**src/rtl/ring_phase_monitor_if.sv**
```systemverilog
// Sample/status bundle between a one-hot ring counter consumer and the phase monitor.
// The master drives samples; the slave (the monitor) returns the registered phase status.
interface ring_phase_monitor_if #(
  parameter int WIDTH = 4,
  parameter int ERR_W = 8
);
  localparam int IDX_W = $clog2(WIDTH);

  logic             enable;
  logic [WIDTH-1:0] din;
  logic             clr_err;
  logic [IDX_W-1:0] phase_idx;
  logic             phase_valid;
  logic             locked;
  logic             seq_err;
  logic             wrap;
  logic [ERR_W-1:0] err_count;

  modport master (
    output enable, din, clr_err,
    input  phase_idx, phase_valid, locked, seq_err, wrap, err_count
  );

  modport slave (
    input  enable, din, clr_err,
    output phase_idx, phase_valid, locked, seq_err, wrap, err_count
  );
endinterface

```
**src/rtl/ring_phase_monitor.sv**
```systemverilog
// Checks a one-hot ring counter word for legal rotate-left advances, encodes the phase,
// locks after LOCK_CNT consecutive advances and flags/counts sequence errors while locked.
module ring_phase_monitor #(
  parameter int WIDTH    = 4,
  parameter int LOCK_CNT = 3,
  parameter int ERR_W    = 8
) (
  input logic             clock,
  input logic             rst,
  ring_phase_monitor_if.slave bus
);
  localparam int IDX_W = $clog2(WIDTH);
  localparam int CNT_W = $clog2(LOCK_CNT + 1);

  typedef enum logic [1:0] {
    ST_IDLE = 2'd0,
    ST_ACQ  = 2'd1,
    ST_LOCK = 2'd2
  } state_t;

  function automatic logic is_onehot(input logic [WIDTH-1:0] w);
    return (w != {WIDTH{1'b0}}) && ((w & (w - WIDTH'(1))) == {WIDTH{1'b0}});
  endfunction

  function automatic logic [WIDTH-1:0] rotl(input logic [WIDTH-1:0] w);
    return {w[WIDTH-2:0], w[WIDTH-1]};
  endfunction

  function automatic logic [IDX_W-1:0] onehot_idx(input logic [WIDTH-1:0] w);
    logic [IDX_W-1:0] r;
    r = {IDX_W{1'b0}};
    for (int i = 0; i < WIDTH; i++) begin
      if (w[i]) begin
        r = IDX_W'(i);
      end
    end
    return r;
  endfunction

  state_t           state_q;
  logic [WIDTH-1:0] prev_q;
  logic [CNT_W-1:0] good_q;
  logic [IDX_W-1:0] phase_idx_q;
  logic             phase_valid_q;
  logic             locked_q;
  logic             seq_err_q;
  logic             wrap_q;
  logic [ERR_W-1:0] err_q;

  logic             onehot_d;
  logic             adv_d;
  logic             stall_d;
  logic             seq_err_d;
  logic [CNT_W-1:0] good_inc_d;
  logic [ERR_W-1:0] err_d;

  // Classify the current sample against the last accepted phase and derive the error count.
  always_comb begin
    onehot_d   = is_onehot(bus.din);
    adv_d      = onehot_d && (bus.din == rotl(prev_q));
    stall_d    = (bus.din == prev_q);
    good_inc_d = good_q + CNT_W'(1);
    seq_err_d  = 1'b0;
    if (bus.enable && (state_q == ST_LOCK) && !adv_d && !stall_d) begin
      seq_err_d = 1'b1;
    end else begin
      seq_err_d = 1'b0;
    end
    err_d = err_q;
    if (bus.clr_err) begin
      err_d = {ERR_W{1'b0}};
    end else if (seq_err_d && (err_q != {ERR_W{1'b1}})) begin
      err_d = err_q + ERR_W'(1);
    end else begin
      err_d = err_q;
    end
  end

  // Lock FSM with all status outputs registered alongside it.
  always_ff @(posedge clock or negedge rst) begin
    if (!rst) begin
      state_q       <= ST_IDLE;
      prev_q        <= {WIDTH{1'b0}};
      good_q        <= {CNT_W{1'b0}};
      phase_idx_q   <= {IDX_W{1'b0}};
      phase_valid_q <= 1'b0;
      locked_q      <= 1'b0;
      seq_err_q     <= 1'b0;
      wrap_q        <= 1'b0;
      err_q         <= {ERR_W{1'b0}};
    end else begin
      seq_err_q <= seq_err_d;
      wrap_q    <= 1'b0;
      err_q     <= err_d;
      if (bus.enable) begin
        phase_valid_q <= onehot_d;
        if (onehot_d) begin
          phase_idx_q <= onehot_idx(bus.din);
        end else begin
          phase_idx_q <= phase_idx_q;
        end
        case (state_q)
          ST_IDLE: begin
            if (onehot_d) begin
              state_q <= ST_ACQ;
              prev_q  <= bus.din;
              good_q  <= {CNT_W{1'b0}};
            end else begin
              state_q <= ST_IDLE;
            end
          end
          ST_ACQ: begin
            if (adv_d) begin
              prev_q <= bus.din;
              if (good_inc_d == CNT_W'(LOCK_CNT)) begin
                state_q  <= ST_LOCK;
                locked_q <= 1'b1;
                good_q   <= {CNT_W{1'b0}};
              end else begin
                good_q <= good_inc_d;
              end
            end else if (stall_d) begin
              state_q <= ST_ACQ;
            end else if (onehot_d) begin
              prev_q <= bus.din;
              good_q <= {CNT_W{1'b0}};
            end else begin
              state_q <= ST_IDLE;
            end
          end
          ST_LOCK: begin
            if (adv_d) begin
              prev_q <= bus.din;
              wrap_q <= prev_q[WIDTH-1] & bus.din[0];
            end else if (stall_d) begin
              state_q <= ST_LOCK;
            end else if (onehot_d) begin
              state_q  <= ST_ACQ;
              locked_q <= 1'b0;
              prev_q   <= bus.din;
              good_q   <= {CNT_W{1'b0}};
            end else begin
              state_q  <= ST_IDLE;
              locked_q <= 1'b0;
            end
          end
          default: begin
            state_q  <= ST_IDLE;
            locked_q <= 1'b0;
          end
        endcase
      end else begin
        state_q <= state_q;
      end
    end
  end

  assign bus.phase_idx   = phase_idx_q;
  assign bus.phase_valid = phase_valid_q;
  assign bus.locked      = locked_q;
  assign bus.seq_err     = seq_err_q;
  assign bus.wrap        = wrap_q;
  assign bus.err_count   = err_q;
endmodule
```
**src/flat_wrapper.sv**
```systemverilog
// flat-port wrapper written by rule: the top's interface ports become plain ports
module ring_phase_monitor_flat 
#(
  parameter int WIDTH    = 4,
  parameter int LOCK_CNT = 3,
  parameter int ERR_W    = 8
)
  (clock, rst, bus_enable, bus_din, bus_clr_err, bus_phase_idx, bus_phase_valid, bus_locked, bus_seq_err, bus_wrap, bus_err_count);
  ring_phase_monitor_if #(.WIDTH(WIDTH), .ERR_W(ERR_W)) bus_i ();
  input logic clock;
  input logic rst;
  input wire logic [$bits(bus_i.enable)-1:0] bus_enable;
  input wire logic [$bits(bus_i.din)-1:0] bus_din;
  input wire logic [$bits(bus_i.clr_err)-1:0] bus_clr_err;
  output wire logic [$bits(bus_i.phase_idx)-1:0] bus_phase_idx;
  output wire logic [$bits(bus_i.phase_valid)-1:0] bus_phase_valid;
  output wire logic [$bits(bus_i.locked)-1:0] bus_locked;
  output wire logic [$bits(bus_i.seq_err)-1:0] bus_seq_err;
  output wire logic [$bits(bus_i.wrap)-1:0] bus_wrap;
  output wire logic [$bits(bus_i.err_count)-1:0] bus_err_count;
  assign bus_i.enable = bus_enable;
  assign bus_i.din = bus_din;
  assign bus_i.clr_err = bus_clr_err;
  assign bus_phase_idx = bus_i.phase_idx;
  assign bus_phase_valid = bus_i.phase_valid;
  assign bus_locked = bus_i.locked;
  assign bus_seq_err = bus_i.seq_err;
  assign bus_wrap = bus_i.wrap;
  assign bus_err_count = bus_i.err_count;
  ring_phase_monitor #(.WIDTH(WIDTH), .LOCK_CNT(LOCK_CNT), .ERR_W(ERR_W)) u_core (.clock(clock), .rst(rst), .bus(bus_i));
endmodule
```
**config.mk**
```make
export PLATFORM = sky130hd
export DESIGN_NAME = ring_phase_monitor_flat
export DESIGN_NICKNAME = d
export VERILOG_FILES = /design/src/rtl/ring_phase_monitor_if.sv /design/src/rtl/ring_phase_monitor.sv /design/src/flat_wrapper.sv
export SDC_FILE = /design/constraint.sdc
export NUM_CORES = 1
export LEC_CHECK = 0
export CAP_MARGIN = 20
export CORE_AREA = 2 2 68 70
export CTS_CLUSTER_DIAMETER = 50
export CTS_CLUSTER_SIZE = 30
export DETAILED_ROUTE_END_ITERATION = 16
export DIE_AREA = 0 0 70 72
export PLACE_DENSITY_LB_ADDON = 0.15
export REMOVE_ABC_BUFFERS = 1
export SLEW_MARGIN = 20
export SYNTH_ARGS = -nofsm -noshare
export SYNTH_HDL_FRONTEND = slang
export SYNTH_SLANG_ARGS = --single-unit
```
**constraint.sdc**
```tcl
create_clock -name clock -period 2.5 [get_ports clock]
set_clock_uncertainty 0.2 [all_clocks]
set_input_delay 0.5 -clock clock [delete_from_list [all_inputs] [get_ports clock]]
set_output_delay 0.5 -clock clock [all_outputs]
set_load 0.01 [all_outputs]
```
# Word-level counts from Yosys, hierarchy flattened
# Cells that the tools add are included.
[classes] n_addsub=3 n_eq_ne=13 muxes=32 bitwise_logic=3 n_reduce_logical=20
[op_table] op="$mux W2" n=13
[op_table] op="$mux W8" n=2
[op_table] op="$mux W4" n=3
[op_table] op="$pmux W2 S3" n=2
[op_table] op="$mux W1" n=10
[op_table] op="$add A8 B1 Y8 const B" n=1
[op_table] op="$eq A4 B4 Y1" n=2
[op_table] op="$ne A8 B8 Y1 const B" n=1
[op_table] op="$pmux W4 S2" n=1
[op_table] op="$logic_and A1 B1 Y1" n=6
[op_table] op="$reduce_and A3 Y1" n=2
[op_table] op="$reduce_and A6 Y1" n=1
[op_table] op="$and A4 B4 Y4" n=1
[op_table] op="$eq A2 B2 Y1 const B" n=2
[op_table] op="$logic_not A4 Y1" n=1
[op_table] op="$ne A2 B1 Y1 const B" n=2
[op_table] op="$ne A2 B2 Y1 const B" n=2
[op_table] op="$ne A4 B4 Y1 const B" n=1
[op_table] op="$reduce_and A4 Y1" n=1
[op_table] op="$reduce_bool A2 Y1" n=2
[op_table] op="$reduce_bool A4 Y1" n=1
[op_table] op="$sub A4 B1 Y4 const B" n=1
[op_table] op="$ne A3 B2 Y1 const B" n=1
[op_table] op="$ne A3 B3 Y1 const B" n=1
[op_table] op="other kinds (10)" n=11
[totals] regBits=22 in_bits=8 out_inout_bits=14 word_cells=80

# Longest topological paths before layout
[logic_depth] word_depth=12 mapped_depth=8

# Least setup slack after synthesis
# Ideal clock, no wire load.
[synth_timing] path_type="input port to flip-flop" startpoint="in bus_din[0]" endpoint="reg u_core.err_q[5], in the netlist u_core.bus.err_count[5]" setup_time_ns=0.127 arrival_time_ns=2.119 t_required_ns=2.173 setup_slack_ns=0.054 stages=6 path_cell_list="ha_1 or4_4 o211a_1 buf_6 nand4_1 mux2_1"
[synth_via] elab_chain_len=11 elab_cells_between_ends=15
[synth_rtl] item="start: declaration" line_no="flat_wrapper.sv:13" rtl="input wire logic [$bits(bus_i.din)-1:0] bus_din;"
[synth_rtl] item="$sub A4 B1 Y4" line_no="ring_phase_monitor.sv:22" rtl="return (w != {WIDTH{1'b0}}) && ((w & (w - WIDTH'(1))) == {WIDTH{1'b0}});"
[synth_rtl] item="$and A4 B4 Y4" line_no="ring_phase_monitor.sv:22"
[synth_rtl] item="$logic_not A4 Y1" line_no="ring_phase_monitor.sv:22"
[synth_rtl] item="$logic_and A1 B1 Y1" line_no="ring_phase_monitor.sv:22"
[synth_rtl] item="$logic_and A1 B1 Y1" line_no="ring_phase_monitor.sv:60" rtl="adv_d = onehot_d && (bus.din == rotl(prev_q));"
[synth_rtl] item="$logic_not A1 Y1" line_no="ring_phase_monitor.sv:64" rtl="if (bus.enable && (state_q == ST_LOCK) && !adv_d && !stall_d) begin"
[synth_rtl] item="$logic_and A1 B1 Y1" line_no="ring_phase_monitor.sv:64"
[synth_rtl] item="$logic_and A1 B1 Y1 (*)" line_no="ring_phase_monitor.sv:64"
[synth_rtl] item="$mux W1 (*)" line_no="ring_phase_monitor.sv:64"
[synth_rtl] item="$logic_and A1 B1 Y1 (*)" line_no="ring_phase_monitor.sv:72" rtl="end else if (seq_err_d && (err_q != {ERR_W{1'b1}})) begin"
[synth_rtl] item="$reduce_bool A2 Y1 (no source line) (*)"
[synth_rtl] item="end signal: assignment" line_no="ring_phase_monitor.sv:90" rtl="err_q <= {ERR_W{1'b0}};"
[synth_rtl] item="end signal: assignment" line_no="ring_phase_monitor.sv:94" rtl="err_q <= err_d;"
[synth_rtl] item="end: declaration" line_no="ring_phase_monitor.sv:48" rtl="logic [ERR_W-1:0] err_q;"
# Mark *: on every way between the ends. The rest lies on a longest branch, timed or not.
# A chain may end at the register's enable or synchronous reset.

==> metrics.cfg <==
[route]
drt_pass1_iterations=4
drcViolationCount=0
wl_per_cell_um=14.0
wl_um=3310
route.vias.total=1250
routed_via_density=5.27
drt_iter0_markers=79
drtAntennaViolNets=0

[final_layout]
antenna_cells=0
fin_cells=237
seqCellArea_um2=551
area_growth_pct=38.2
nFillCells=416
fin_nets=200
fin_area_mm2=0.00198
drive_above_1_share=0.259
multi_input_area_um2=846

[cts]
cts_buffer_depth=2
cts_max_level=1
insertion_delay_ns=0.26
cts.sinks=22
clk_pin_slew_worst_paths_ns=0.08
cts_made_buffers=3
cts_root_buffer=clkbuf_8
cts_tree=built
hold_buffers=0

[min_path]
hold_class=reg2reg

[timing]
fin_crit_sh=0.966
worst_pin_slew_ns=0.394
relSlewSlack=0.736
worst_slack_ns=0.0840
rsz0062_at_grt=false
drv_slew=0
fmax_mhz=414
min_period_ns=2.42
report.final.setup_viol=0
hold_viol=0

[placed_design]
hpwl_um=2490
io_buffers=21
gp_congestion=0.825
place_ws_ns=-0.413
dp_cells=231
post_dp_cell_area_mm2=0.00186

[grt]
met1_usage=0.186
grt_pass1_wl_um=5830
grtUsageTotal=0.141
grt_max_degree=23
top_usage_layer=met2
overflow=0
antenna_found_initial=0
use_met2=0.240
grt_pass1_vias=1252
use_met3=0.0236

[synth]
synthFlopType=dfrtp_1
yosysTopAreaCellShare=0.384
yosys.area.top_type=dfrtp_1
synth_edf_count=0
ys_seq_area_frac=0.384
async_flop_share=1.00
ys_ff_latch=22
syn_area_mm2=0.00143
syn_inst=137
syn_area_per_cell_um2=10.5
synth-warning-count=0
synthTopCellsByArea=dfrtp_1 (38%), ha_1 (5.2%), mux2_1 (4.7%)
synth.distinct_cells=48

[die]
die_area_mm2=0.00504
rows=24
die_h_um=72
initial_core_util=0.336
die_w_um=70
core_area_mm2=0.00426
io_pins=22

[setup_path]
cp-start-kind=input pin
rr_worst_depth=5
path_max_fanout=5
startpoint=bus_din[2]
arrival_ns=2.37
endpoint_kind=register
path_class=in2reg
r2r_slack_ns=0.13
required_ns=2.45

[job]
max_cap_viol_count=0

[pwr]
power.density_mw_per_mm2=536
p_leak_nw=0.849
ir_worst_vdd_uv=308

[outcome]
outcome=finished clean

==> cells by family after synthesis <==
group / after synthesis / share of synthesized area
simple gates: 45 / 0.188
xor+xnor: 9 / 0.0550
compound gates: 35 / 0.202
mux: 9 / 0.0689
fa+ha+maj: 6 / 0.0524
buf+inv: 11 / 0.0506
flops: 22 / 0.384
==> final cells by class <==
class,count,area share
Multi-Input combinational cell,104,0.427
Sequential cell,22,0.278
Timing Repair Buffer,51,0.219
Tap cell,52,0.0328
Clock buffer,3,0.0208
Clock inverter,1,0.0152
Inverter,4,0.00758
==> power breakdown <==
part | switching (W) | internal [W] | leakage [nW] | total, W
Combinational | 0.000151 | 0.000163 | 0.519 | 0.000314
Sequential | 0.0000283 | 0.000385 | 0.294 | 0.000414
Clock | 0.000120 | 0.000214 | 0.0357 | 0.000333
Total | 0.000299 | 0.000762 | 0.849 | 0.00106
==> metrics by stage <==
stage	hold WS (ns)	utilization	total power [W]	TNS, ns
after floorplan	0.00441	-	0.000564	0
after global placement	0.260	0.437	0.000697	-5.36
after detailed placement	0.268	0.437	0.000702	-5.71
after CTS	0.287	0.463	0.00107	0
after global routing	0.315	0.465	0.00112	0
final	0.277	0.465	0.00106	0
==> routing by layer <==
| metal | vias to the layer above | share of wire |
|---|---|---|
| li1 | 611 | - |
| met4 | 0 | 0.0091 |
| met2 | 27 | 0.50 |
| met1 | 608 | 0.45 |
| met3 | 4 | 0.036 |
| met5 | - | 0 |
==> cells in the mapped netlist, types with 2 or more instances <==
| master | instances |
|---|---|
| a211oi_1 | 2 |
| a21oi_1 | 10 |
| a31oi_1 | 3 |
| and3_1 | 2 |
| and4_1 | 2 |
| buf_6 | 4 |
| clkbuf_1 | 2 |
| dfrtp_1 | 22 |
| ha_1 | 6 |
| inv_1 | 4 |
| mux2_1 | 6 |
| mux2i_1 | 2 |
| nand2_1 | 11 |
| nand2b_1 | 5 |
| nand3_1 | 4 |
| nand4_1 | 2 |
| nor2_1 | 8 |
| o211ai_1 | 2 |
| o21ai_0 | 3 |
| or4b_4 | 2 |
| xnor2_1 | 6 |
| xor2_1 | 3 |
==> what timing repair did <==
item,4_1_cts,5_1_grt
endpoints found under the setup margin,16,1
gates resized for setup,10,1
pin swaps,4,0
buffers inserted,2,0
==> critical path, cell delays in order <==
cell	delay (ns)
dlygate4sd2_1	0.30
xor2_1	0.19
or4_4	0.58
a311oi_4	0.32
buf_6	0.16
mux2_1	0.31
==> how the worst min path moves through the flow <==
stage	startpoint	end	depth (start not counted)
2_1_floorplan	rst	asynchronous set/reset pin	0
3_3_place_gp	u_core.bus.phase_idx[1]	u_core.bus.phase_idx[1]	2
3_5_place_dp	u_core.bus.phase_idx[1]	u_core.bus.phase_idx[1]	2
4_1_cts	u_core.bus.phase_idx[1]	u_core.bus.phase_idx[1]	2
5_1_grt	u_core.bus.phase_idx[1]	u_core.bus.phase_idx[1]	2
6_report	u_core.bus.phase_idx[1]	u_core.bus.phase_idx[1]	2
==> layout by cell type, fill, tap and decap left out, types with 2 or more instances in the layout <==
cell type        instances
dfrtp_1                 22
nor2_1                   8
nand2b_1                 5
and3_1                   2
ha_1                     6
o211ai_1                 2
nand3_1                  4
o21ai_0                  3
mux2i_1                  2
xor2_1                   3
dlygate4sd2_1            4
xnor2_1                  6
and4_1                   2
a31oi_1                  3
clkbuf_8                 3
clkdlybuf4s50_1         17
nand4_1                  2
or4b_4                   2
mux2_4                   3
a21oi_1                 10
a211oi_1                 2
mux2_1                   3
inv_1                    4
nand2_1                 11
buf_4                   29
Power figures use the tool's default switching activity.
